### src/rtl/an_encoder_n13_if.sv
// Valid/ready bus for the AN-code encoder: the data word goes in, the
// codeword comes out. The encoder uses the slave view. A producer that
// also consumes the codeword (for example a test harness) uses the master view.
interface an_encoder_n13_if #(
  parameter int unsigned DATA_W = 3,
  parameter int unsigned CODE_W = 7
);
  logic              in_valid;
  logic              in_ready;
  logic [DATA_W-1:0] in_data;
  logic              out_valid;
  logic              out_ready;
  logic [CODE_W-1:0] codeword;
  logic [DATA_W-1:0] out_data;

  modport master (
    output in_valid, in_data, out_ready,
    input  in_ready, out_valid, codeword, out_data
  );

  modport slave (
    input  in_valid, in_data, out_ready,
    output in_ready, out_valid, codeword, out_data
  );
endinterface

### src/rtl/an_encoder_n13.sv
// AN-code encoder: codeword = A * data.
// The multiply uses shift-add over the bits of A and takes A_W cycles.
// It contains no multiplier.
// Optional feature macro: AN_ENC_SELFCHECK_EN. When it is defined, the
// encoder gains a check_err port. check_err compares acc with data*A while
// the FSM is in DONE.
module an_encoder_n13 #(
  parameter int unsigned DATA_W = 3,
  parameter int unsigned A      = 13,
  parameter int unsigned A_W    = 4
) (
  input  logic           clk,
  input  logic           rst,
  an_encoder_n13_if.slave bus,
  output logic           busy
`ifdef AN_ENC_SELFCHECK_EN
  ,
  output logic           check_err
`endif
);

  localparam int unsigned CODE_W = DATA_W + A_W;
  localparam int unsigned IDX_W  = (A_W > 1) ? $clog2(A_W) : 1;
  localparam logic [A_W-1:0]   A_BITS   = A_W'(A);
  localparam logic [IDX_W-1:0] IDX_LAST = IDX_W'(A_W - 1);

  // An even A, or an A too wide for A_W, would make the code useless.
  if (((A % 2) == 0) || ((A >> A_W) != 0)) begin : g_bad_a
    $error("an_encoder_n13: A must be odd and below 2**A_W");
  end

  typedef enum logic [1:0] {
    IDLE,
    MUL,
    DONE
  } state_t;

  state_t            state;
  state_t            state_next;
  logic [CODE_W-1:0] acc;
  logic [IDX_W-1:0]  idx;
  logic [DATA_W-1:0] data_r;

  // State register.
  always_ff @(posedge clk or posedge rst) begin
    if (rst) begin
      state <= IDLE;
    end else begin
      state <= state_next;
    end
  end

  // Datapath: latch the word on accept. In MUL, add one shifted partial
  // product per cycle. A zero bit of A still consumes its cycle.
  always_ff @(posedge clk or posedge rst) begin
    if (rst) begin
      acc    <= '0;
      idx    <= '0;
      data_r <= '0;
    end else begin
      case (state)
        IDLE: begin
          if (bus.in_valid) begin
            data_r <= bus.in_data;
            acc    <= '0;
            idx    <= '0;
          end
        end
        MUL: begin
          if (A_BITS[idx]) begin
            acc <= acc + (CODE_W'(data_r) << idx);
          end
          idx <= idx + 1'b1;
        end
        default: begin
        end
      endcase
    end
  end

  // Next-state logic and handshake outputs. The codeword is exposed only in
  // DONE, so an aborted word never shows a partial result.
  always_comb begin
    state_next    = state;
    bus.in_ready  = 1'b0;
    bus.out_valid = 1'b0;
    bus.codeword  = '0;
    bus.out_data  = '0;
    busy          = 1'b0;
    case (state)
      IDLE: begin
        bus.in_ready = 1'b1;
        if (bus.in_valid) begin
          state_next = MUL;
        end
      end
      MUL: begin
        busy = 1'b1;
        if (idx == IDX_LAST) begin
          state_next = DONE;
        end
      end
      DONE: begin
        busy          = 1'b1;
        bus.out_valid = 1'b1;
        bus.codeword  = acc;
        bus.out_data  = data_r;
        if (bus.out_ready) begin
          state_next = IDLE;
        end
      end
      default: begin
        state_next = IDLE;
      end
    endcase
  end

`ifdef AN_ENC_SELFCHECK_EN
  // Independent check of the shift-add result. It is active only while the
  // codeword is on the bus.
  always_comb begin
    check_err = 1'b0;
    if ((state == DONE) && (acc != (CODE_W'(data_r) * CODE_W'(A)))) begin
      check_err = 1'b1;
    end
  end
`endif

endmodule

### src/flat_wrapper.sv
// flat-port wrapper written by rule: the top's interface ports become plain ports
module an_encoder_n13_flat 
#(
  parameter int unsigned DATA_W = 3,
  parameter int unsigned A      = 13,
  parameter int unsigned A_W    = 4
)
  (clk, rst, busy, bus_in_valid, bus_in_data, bus_out_ready, bus_in_ready, bus_out_valid, bus_codeword, bus_out_data);
  an_encoder_n13_if #(.DATA_W(DATA_W), .CODE_W((DATA_W + A_W))) bus_i ();
  input  logic clk;
  input  logic rst;
  output logic busy;
  input wire logic [$bits(bus_i.in_valid)-1:0] bus_in_valid;
  input wire logic [$bits(bus_i.in_data)-1:0] bus_in_data;
  input wire logic [$bits(bus_i.out_ready)-1:0] bus_out_ready;
  output wire logic [$bits(bus_i.in_ready)-1:0] bus_in_ready;
  output wire logic [$bits(bus_i.out_valid)-1:0] bus_out_valid;
  output wire logic [$bits(bus_i.codeword)-1:0] bus_codeword;
  output wire logic [$bits(bus_i.out_data)-1:0] bus_out_data;
  assign bus_i.in_valid = bus_in_valid;
  assign bus_i.in_data = bus_in_data;
  assign bus_i.out_ready = bus_out_ready;
  assign bus_in_ready = bus_i.in_ready;
  assign bus_out_valid = bus_i.out_valid;
  assign bus_codeword = bus_i.codeword;
  assign bus_out_data = bus_i.out_data;
  an_encoder_n13 #(.DATA_W(DATA_W), .A(A), .A_W(A_W)) u_core (.clk(clk), .rst(rst), .bus(bus_i), .busy(busy));
endmodule
### config.mk
export PLATFORM = sky130hd
export DESIGN_NAME = an_encoder_n13_flat
export DESIGN_NICKNAME = d
export VERILOG_FILES = /design/src/rtl/an_encoder_n13_if.sv /design/src/rtl/an_encoder_n13.sv /design/src/flat_wrapper.sv
export SDC_FILE = /design/constraint.sdc
export NUM_CORES = 1
export LEC_CHECK = 0
export CORE_AREA = 5 5 53 55
export CTS_CLUSTER_DIAMETER = 30
export DETAILED_ROUTE_END_ITERATION = 10
export DIE_AREA = 0 0 58 60
export GPL_ROUTABILITY_DRIVEN = 0
export HOLD_SLACK_MARGIN = 0.08
export PLACE_DENSITY_LB_ADDON = 0.3
export SLEW_MARGIN = 10
export SYNTH_ARGS = -nofsm -noshare
export SYNTH_HDL_FRONTEND = slang
export SYNTH_SLANG_ARGS = --single-unit
### constraint.sdc
create_clock -name clk -period 2.9 [get_ports clk]
set_input_delay 0.725 -clock clk [delete_from_list [all_inputs] [get_ports clk]]
set_output_delay 0.725 -clock clk [all_outputs]
set_load 0.03 [all_outputs]
-- Word-level counts from Yosys, hierarchy flattened
Cells that the tools add are included.
Widths: inputs -> output; s select.
- word-level logic and storage cells: 38
- input bits: 7
- output and inout bits: 13
- memories kept: 0
- ROM bits: 0
- register bits: 14
- bits in latches: 0
- bits in writable memories: 0
- shift-type cells: 1
- $add $sub $neg: 2
- equality and inequality tests: 7
- $lt $le $gt $ge: 1
- reduce and logical (&&, ||, !) cells: 7
- multiplexer cells: 16
- multipliers: 0
- divide/modulo/power cells: 0
- bitwise logic cells: 0
- operators by type and width (cell ; number):
    $mux 7 ; 3
    $pmux 7 s2 ; 1
    $mux 2 ; 4
    $add 7x7->7 ; 1
    $shl 3x2->7 ; 1
    $pmux 2 s3 ; 1
    $reduce_and 3->1 ; 2
    $eq 2x2->1 const B ; 2
    $mux 1 ; 4
    $ne 2x1->1 const B ; 2
    $ne 2x2->1 const B ; 2
    $pmux 2 s2 ; 1
    $reduce_and 2->1 ; 2
    $lt 2x3->1 const B ; 1
    $mux 3 ; 1
    $add 2x1->2 const B ; 1
    $bmux 1 s2 ; 1
    $eq 2x1->1 const B ; 1
    $logic_not 2->1 ; 1
    $reduce_bool 2->1 ; 1
    $reduce_or 2->1 ; 1

-- Longest topological paths before layout
- depth after elaboration: 4
- mapped depth: 10
- depth with buffers taken out: 9

-- Worst setup path before layout
No wires, ideal clock.
- path type: register to register
- start point: register u_core.idx[1]
- end point: register u_core.acc[4]
- clock period less this slack: 2.172 ns
- setup time: 0.122 ns
- required time: 2.778 ns
- arrival: 2.051 ns
- path slack: 0.728 ns
- stages on the path, launching flop included: 9
- buffers on the path: 0
- path through: dfrtp_1 mux2_2 nand2b_1 o21ai_0 ha_1 nor2b_4 o21a_1 or3_1 a32o_1
- word-level cells in the longest chain between the ends: 4
- elaborated cells between the ends (all ways): 8
- those cells by class: add/sub: 1; eq/ne: 1; shift: 1; mux: 4; reduce/logical: 1
- RTL lines (element ; line ; source):
    start, declared ; an_encoder_n13.sv:41 ; logic [IDX_W-1:0] idx;
    start signal, assigned ; an_encoder_n13.sv:73 ; idx <= idx + 1'b1;
    $shl 3x2->7 or $bmux 1 s2 (tied branches) ; an_encoder_n13.sv:71, an_encoder_n13.sv:70 ;
    $add 7x7->7 or $mux 1 (tied branches) ; an_encoder_n13.sv:71, an_encoder_n13.sv:70 ;
    $mux 7 or $ne 2x1->1 (tied branches) ; -- ;
    $pmux 7 s2 or $reduce_and 3->1 (tied branches) ; -- ;
    end signal, assigned ; an_encoder_n13.sv:71 ; acc <= acc + (CODE_W'(data_r) << idx);
    end, declared ; an_encoder_n13.sv:40 ; logic [CODE_W-1:0] acc;
Parallel ways exist; a longest one is shown, timed or not. The select of a mux whose other input is x is not followed.
A chain may end at the register's enable or synchronous reset.

-- Worst setup path in the final report
- start point: register u_core.state[0]
- end point: output port bus_codeword[1]
- word-level cells in the longest chain between the ends: 2
- RTL lines (element ; line ; source):
    start, declared ; an_encoder_n13.sv:38 ; state_t state;
    start signal, assigned ; an_encoder_n13.sv:49 ; state <= state_next;
    $eq 2x2->1 ; an_encoder_n13.sv:90 ; case (state)
    $mux 7 ; an_encoder_n13.sv:90 ;
    end, declared ; flat_wrapper.sv:18 ; output wire logic [$bits(bus_i.codeword)-1:0] bus_codeword;
Every way passes these cells.

==> impl_metrics.json <==
{
  "worst_pin_slew_ps": 580,
  "yosysUniqueCellTypes": 36,
  "initial_core_util": 0.452,
  "ys.flop_type": "dfrtp_1",
  "hold_viol": 0,
  "worst-endpoint-required_ps": 2170,
  "ir_drop_v": 0.000564,
  "overflow": 0,
  "fin_util": 0.554,
  "drt_iter0_markers": 14,
  "clock.fmax_mhz": 380,
  "cts-buffers-inserted": 3,
  "synthCells": 112,
  "rr_endpoint": "u_core.acc[4]",
  "crit_chain": "inv_1 > ha_2 > inv_1 > nor2_1 > clkdlybuf4s50_1",
  "slowest_delay_ps": 670,
  "cts.sinks": 14,
  "first_global_vias": 904,
  "antenna_found_initial": 0,
  "drv_cap": 0,
  "cp.arrival_ps": 1910,
  "critPathKind": "reg2out",
  "wirelength_um": 2280,
  "crit_start": "u_core.state[0]",
  "swShare": 0.473,
  "cts_tree": "yes",
  "mostFrequentLayoutCell": "clkdlybuf4s50_1",
  "finalCritPeriodShare": 0.909,
  "wl_per_cell_um": 14.1,
  "placementRows": 18,
  "critPathCapture": "bus_codeword[1]",
  "async_flop_share": 1.00,
  "final_nets": 153,
  "hold_buffers": 0,
  "grt_usage": 0.149,
  "power-per-cell-area_nw_per_um2": 1060,
  "path_clk_slew_ps": 80,
  "seq_power_share": 0.271,
  "dp.cells": 159,
  "vias": 878,
  "grt_pass1_wl_um": 3950,
  "ant_nets": 0,
  "core_um2": 2340,
  "end_kind": "primary output",
  "viasPerCell": 5.42,
  "cts.path.max_buffers": 2,
  "stdcell_count": 162,
  "rsz0062_at_grt": "no",
  "ys_warn_count": 0,
  "leakagePower_nw": 0.590,
  "reg2reg_slack_ps": 490,
  "final_max_slew_viol_count": 0,
  "chipWidth_um": 58,
  "synth.avg_cell_area_um2": 9.46,
  "finalSetupViolations": 0,
  "drc_errors": 0,
  "grt_max_degree": 15,
  "ys_seq_area_frac": 0.331,
  "worst_path_max_delay_cell": "clkdlybuf4s50_1",
  "cp_common_cell": "inv_1",
  "ys_ff_latch": 14,
  "dieArea_um2": 3480,
  "syn-cell-area_um2": 1060,
  "ff2ff_path_depth": 8,
  "fin_crit_ps": 2630,
  "placed_cell_area_um2": 1270,
  "final_cell_mix": "clkdlybuf4s50_1 (19), dfrtp_1 (14), nand2_1 (11), inv_1 (10), ha_1 (10)",
  "postCtsSetupBuffers": 0,
  "fin_skew_ps": 3.97,
  "pwr-share-comb": 0.648,
  "rr_startpoint": "u_core.idx[1]",
  "tns_ps": 0,
  "final_cell_area_um2": 1300,
  "crit_fanout": 11,
  "clk-insertion-delay-late_ps": 280,
  "io_pins": 20,
  "root_buffer": "clkbuf_4",
  "antennaDiodeCount": 0,
  "slew_headroom": 0.613,
  "power_switching_uw": 651,
  "hold_path_class": "reg2reg",
  "portBuffers": 19,
  "firstDrtPassIters": 4,
  "hpwlAfterDp_um": 1770,
  "outcome": "complete, no violations",
  "clockPowerShare": 0.081,
  "htreeDepth": 1,
  "die_h_um": 60,
  "synth.net_count": 131,
  "setup.worst_path.start_class": "register",
  "p_int_uw": 724,
  "total_power_mw": 1.38,
  "layout-drive-gt1-share": 0.0985,
  "area_growth_pct": 22.4,
  "synth_edf_count": 0
}
==> area by class of cell <==
class | count | area, um2
inverters | 10 | 37.5
clock buffers | 3 | 22.5
well taps | 30 | 37.5
flip-flops and latches | 14 | 350
multi-input cells | 86 | 659
repair buffers | 19 | 190
fillers | 232 | 1040
==> metal layers <==
| metal | global-route usage | wire [um] |
|---|---|---|
| met1 | 0.174 | 1010 |
| met2 | 0.261 | 1160 |
| met3 | 0.0259 | 77 |
| met4 | 0.0762 | 45 |
| met5 | 0 | 0 |
==> kinds of logic after synthesis <==
| logic type | synth area share |
|---|---|
| flip-flops | 0.331 |
| buffers and inverters | 0.0496 |
| AND/OR/NAND/NOR | 0.203 |
| AO/OA/AOI/OAI | 0.191 |
| XOR/XNOR | 0.0248 |
| multiplexers | 0.0519 |
| adder cells (fa/ha/maj) | 0.149 |
==> flip-flops by register name (all words and copies together) (netlist names) <==
name,count
u_core.data_r,3
u_core.state,2
u_core.idx,2
u_core.acc,7
==> power groups by stage <==
| stage | clock, mW | sequential [mW] | combinational, mW |
|---|---|---|---|
| global placement | 0 | 0.368 | 0.861 |
| finish | 0.111 | 0.373 | 0.891 |
| detailed placement | 0 | 0.373 | 0.890 |
| CTS | 0.117 | 0.372 | 0.892 |
| floorplan | 0 | 0.338 | 0.700 |
| global route | 0.124 | 0.392 | 0.978 |
==> Yosys cell counts, types with 2 or more instances <==
cell type,n,area (um2)
dfrtp_1,14,350
nor2_1,4,15.0
nand3b_1,2,15.0
mux2_2,4,45.0
o21ai_0,7,35.0
ha_1,11,138
inv_1,10,37.5
a21o_1,2,15.0
nand2b_1,3,18.8
a21oi_1,4,20.0
nand4_1,2,12.5
nor2b_4,2,27.5
and2_1,9,56.3
a22o_1,3,26.3
nand2_1,11,41.3
xnor2_1,3,26.3
o31ai_1,2,15.0
==> critical path: cells and delay by family, from the launching register on <==
family	cells	cell delay, ps
buffers and inverters	3	840
and+or+nand+nor	1	90
adders and majority gates	1	300
DFF	1	400
==> how the worst min path moves through the flow <==
stage,start,to,slack (ps),depth (start not counted)
5_1_grt,u_core.acc[4],u_core.acc[4],560,1
3_5_place_dp,u_core.state[0],u_core.state[0],510,1
2_1_floorplan,u_core.acc[1],u_core.acc[1],480,2
4_1_cts,u_core.state[0],u_core.state[0],540,1
6_report,u_core.state[0],u_core.state[0],540,1
3_3_place_gp,u_core.state[0],u_core.state[0],500,1
==> what timing repair did <==
| action | CTS | global route |
|---|---|---|
| setup endpoints to repair | 0 | 1 |
| hold endpoints to repair | 0 | 0 |
| resized for setup | 0 | 1 |
==> through the flow <==
step           worst slack (ps)  hold slack (ps)
2_1_floorplan               728              476
3_3_place_gp                492              502
3_5_place_dp                458              514
4_1_cts                     133              535
5_1_grt                     115              562
6_report                    265              536
(Power assumes the default switching activity.)
==> edit 1, RTL diff (same settings) <==
The 3 states of `state_t` get a one-hot encoding in 3 bits.
--- a/src/rtl/an_encoder_n13.sv
+++ b/src/rtl/an_encoder_n13.sv
@@ -30,8 +30,8 @@
   end
 
-  typedef enum logic [1:0] {
-    IDLE,
-    MUL,
-    DONE
+  typedef enum logic [2:0] {
+    IDLE = 3'b001,
+    MUL  = 3'b010,
+    DONE = 3'b100
   } state_t;
 
Check against the original RTL: no difference found for any inputs over 10 cycles, from zero or initial values and one cycle with rst high; not proved beyond that.
==> edit 1 against the original RTL <==
  * Power down 16%
  * Design area grew 5.8%
  * Sequential cell count grew 1
  * Synthesized cell count unchanged
  * Global-route usage up 0.093 points
  * Die area unchanged
  * Worst setup slack worse by 0.11 ns
  * Synthesized area up 4.4%
  * Largest power group unchanged
  * Non-clock buffer count rose by 3
  * Register-to-register slack better by 0.05 ns
  * Routed wire length is 4.2% higher
  * Cell count grew 1.2%
==> edit 1: results (changes against the original RTL) <==
status=completed (unchanged); largest net degree at the start of global routing=16 (was 15); Metal-1 WL=1070 um (was 1010 um); # fillers=218 (was 232); combinational share of power=0.550 (was 0.648); GRT Total Usage=0.150 (was 0.149); PwrDens=843 nW/um^2 (was 1060 nW/um^2); top post-synthesis cells by area=dfrtp_1 (32%), ha_1 (9.0%), and2_1 (5.1%) (was dfrtp_1 (33%), ha_1 (13%), and2_1 (5.3%)); reg2reg setup slack=0.54 ns (was 0.49 ns); smallest hold slack=0.539 ns (was 0.536 ns); Max-slew headroom=0.589 (was 0.613); syn nets=128 (was 131); Non-Filler Instances=164 (was 162); Max Clock Skew=0.00822 ns (was 0.00397 ns); DP Wirelength=1830 um (was 1770 um); first-pass GRT wire length=3990 um (was 3950 um); global-route met2 utilization=0.271 (was 0.261); final instance area=1370 sq um (was 1300 sq um); Seq group=0.392 mW (was 0.373 mW); Static Leak=0.708 nW (was 0.590 nW); placed cell areas=1330 sq um (was 1270 sq um); sw power=0.506 mW (was 0.651 mW); Clk Latency, worst-skew pair=0.30 ns (was 0.28 ns); fin crit share=0.948 (was 0.909); Iteration-0 DRC Markers=15 (was 14); hold path startpoint=u_core.acc[5] (was u_core.state[0]); post-synth top area share=0.317 (was 0.331); worst setup path endpoint=bus_codeword[0] (was bus_codeword[1]); Commonest cells post-synth=dfrtp_1 (14), a21oi_1 (10), and2_1 (9) (was dfrtp_1 (14), ha_1 (11), nand2_1 (11)); vias in the first global route=933 (was 904); CP arrival=2.02 ns (was 1.91 ns); VDD IR max=0.665 mV (was 0.564 mV); crit path launch=u_core.state[1] (was u_core.state[0]); Worst Path Max Fanout=8 (was 11); synth unique cells=39 (was 36); final WL=2380 um (was 2280 um); wire length on met3=112 um (was 77 um); Worst Hold Endpoint=u_core.acc[5] (was u_core.state[0])
[edit 1: cell count changes after synthesis, sizes merged, moves of 2 or more]
cell,before,now
o21ai,7,5
o22a,1,3
inv,10,8
nand2,11,5
nor3b,1,3
nor3,0,2
ha,11,8
a21oi,5,10
o31ai,2,0
[edit 1: critical path, cell delays in order (launching register included)]
cell and delay [ns]:
dfrtp_1 0.45, nand2b_1 0.21, nor2_1 0.14, buf_4 0.14, and2_1 0.11, clkdlybuf4s50_1 0.66
[edit 1: cell families after synthesis]
group | synth area share
xor gates and xnor gates | 0.0158
buffers and inverters | 0.0486
muxes | 0.0407
and+or+nand+nor | 0.231
DFF | 0.341
AOI/OAI and AO/OA | 0.215
adders and majority gates | 0.109
[edit 1: final cells by class]
cell class	instances	area share
multi-input cells	85	0.492
flip-flops and latches	15	0.274
inverters	8	0.0219
clock inverters	1	0.00365
well taps	30	0.0273
clock buffers	3	0.0164
repair buffers	22	0.164
==> edit 2, RTL diff (config.mk and constraints unchanged) <==
Without the edit above. `A_W` is set to 4 in 2 places; all go to 8.
--- a/src/rtl/an_encoder_n13.sv
+++ b/src/rtl/an_encoder_n13.sv
@@ -8,5 +8,5 @@
   parameter int unsigned DATA_W = 3,
   parameter int unsigned A      = 13,
-  parameter int unsigned A_W    = 4
+  parameter int unsigned A_W    = 8
 ) (
   input  logic           clk,
--- a/src/flat_wrapper.sv
+++ b/src/flat_wrapper.sv
@@ -4,5 +4,5 @@
   parameter int unsigned DATA_W = 3,
   parameter int unsigned A      = 13,
-  parameter int unsigned A_W    = 4
+  parameter int unsigned A_W    = 8
 )
   (clk, rst, busy, bus_in_valid, bus_in_data, bus_out_ready, bus_in_ready, bus_out_valid, bus_codeword, bus_out_data);
Interface: changed (resized bus_codeword); port bits go from 20 to 24. The function was not compared with the original's and may differ.
==> edit 2 against the original RTL <==
  * Worst setup slack got worse by 0.11 ns
  * Design area rose by 36%
  * Sequential share of layout area is 0.15 points lower
  * Critical path depth fell by 1
  * Combinational power grew 11%
  * Sequential cell count rose by 5
  * Routed wire length up 50%
  * Synthesized area grew 38%
  * Synthesized cell count is 38% higher
  * Power grew 17%
  * Largest cell class unchanged
  * Largest power group unchanged
  * Highest routed layer unchanged
==> edit 2: results (changes against the original RTL) <==
GRT Total Usage=0.220 (was 0.149); # fillers=177 (was 232); syn nets=179 (was 131); layout cells sized above 1=0.0994 (was 0.0985); Static Leak=0.860 nW (was 0.590 nW); Final #Nets=206 (was 153); drc violations=0 (unchanged); Cell Int Power=0.854 mW (was 0.724 mW); CP arrival=2.02 ns (was 1.91 ns); synth unique cells=37 (was 36); final WL=3420 um (was 2280 um); Max Clock Skew=0.00884 ns (was 0.00397 ns); biggest regs=u_core.acc (11), u_core.data_r (3), u_core.idx (3) (was u_core.acc (7), u_core.data_r (3)); reg2reg setup slack=0.25 ns (was 0.49 ns); vias per inst=5.99 (was 5.42); status=completed (unchanged); largest net degree at the start of global routing=20 (was 15); sequential fraction of the synthesis area=0.325 (was 0.331); VDD IR max=0.717 mV (was 0.564 mV); Worst Path Max Fanout=16 (was 11); first-pass GRT wire length=5800 um (was 3950 um); top post-synthesis cells by area=dfrtp_1 (32%), ha_1 (14%), and2_1 (6.8%) (was dfrtp_1 (33%), ha_1 (13%), and2_1 (5.3%)); Critical R2R Launch=u_core.data_r[2] (was u_core.idx[1]); Buffers on Ports=23 (was 19); Clock Pin Slew Worst Setup and Hold Paths=0.11 ns (was 0.08 ns); hold path startpoint=u_core.acc[0] (was u_core.state[0]); Max-slew headroom=0.503 (was 0.613); vias in the first global route=1305 (was 904)
==> edit 2: cell types whose count changed in the layout (fill, tap and decap cells not counted), sizes merged, moves of 3 or more <==
| cell | before | now |
|---|---|---|
| dfrtp | 14 | 19 |
| o21ai | 7 | 11 |
| a21oi | 5 | 8 |
| inv | 10 | 7 |
| clkdlybuf4s50 | 19 | 23 |
| nand3 | 0 | 3 |
| ha | 11 | 16 |
| buf | 0 | 4 |
| a22o | 3 | 10 |
| and2 | 9 | 16 |
| xor2 | 0 | 4 |
==> edit 2: final cells by class <==
type	instances	area, sq um	area share
multi-input combinational	124	945	0.534
tap	30	37.5	0.0212
inverter	7	26.3	0.0148
sequential	19	475	0.269
clock buffer	4	26.3	0.0148
timing repair buffer	27	260	0.147
==> edit 2: repair_timing <==
item / in CTS / in global routing
setup endpoints to repair: 0 / 14
resized for setup: 0 / 1
hold endpoints to repair: 0 / 0
hold buffers: 0 / 0
setup buffers: 0 / 0
==> edit 2: power groups by stage <==
stage,sequential (mW),combinational (mW),clock (mW)
2_1_floorplan,0.425,0.756,0
3_3_place_gp,0.460,0.929,0
3_5_place_dp,0.470,0.982,0
4_1_cts,0.464,0.989,0.145
5_1_grt,0.481,1.09,0.158
6_report,0.467,0.991,0.144
==> edit 2: logic make-up after synthesis <==
kind of cell	count (synthesis)	synth area share
buffers and inverters	12	0.0316
AOI/OAI and AO/OA	45	0.215
DFF	19	0.325
muxes	8	0.0598
and+or+nand+nor	46	0.170
xor gates and xnor gates	8	0.0479
adders and majority gates	17	0.150
==> edit 2: through the flow <==
step	power (mW)	hold slack, ns	setup WS, ns	util	instances
after floorplan	1.18	0.486	0.217	-	155
after global placement	1.39	0.513	0.367	0.744	207
after detailed placement	1.45	0.521	0.309	0.744	207
after CTS	1.60	0.549	0.0127	0.755	211
after global routing	1.73	0.566	0.0603	0.756	211
final	1.60	0.547	0.157	0.756	211
==> edit 2: path summary, 6_finish.rpt <==
check | to | cells past startpoint
max | bus_out_data[2] | 4
min | u_core.acc[0] | 1
min in group asynchronous | u_core.acc[1] | 2
max in group asynchronous | u_core.acc[7] | 2
max reg2reg | u_core.acc[8] | 9
min reg2reg | u_core.acc[0] | 1
==> edit 2: critical path, stage by stage (launching register included) <==
cell	delay, ns
dfrtp_1	0.42
inv_1	0.09
ha_2	0.34
and2_1	0.18
clkdlybuf4s50_1	0.68
==> edit 2: routing by layer <==
layer	GRT usage	up-vias	wire length, um
met5	0	-	0
met4	0.123	0	113
met3	0.0346	13	131
met2	0.400	33	1760
met1	0.244	606	1410
li1	-	611	-
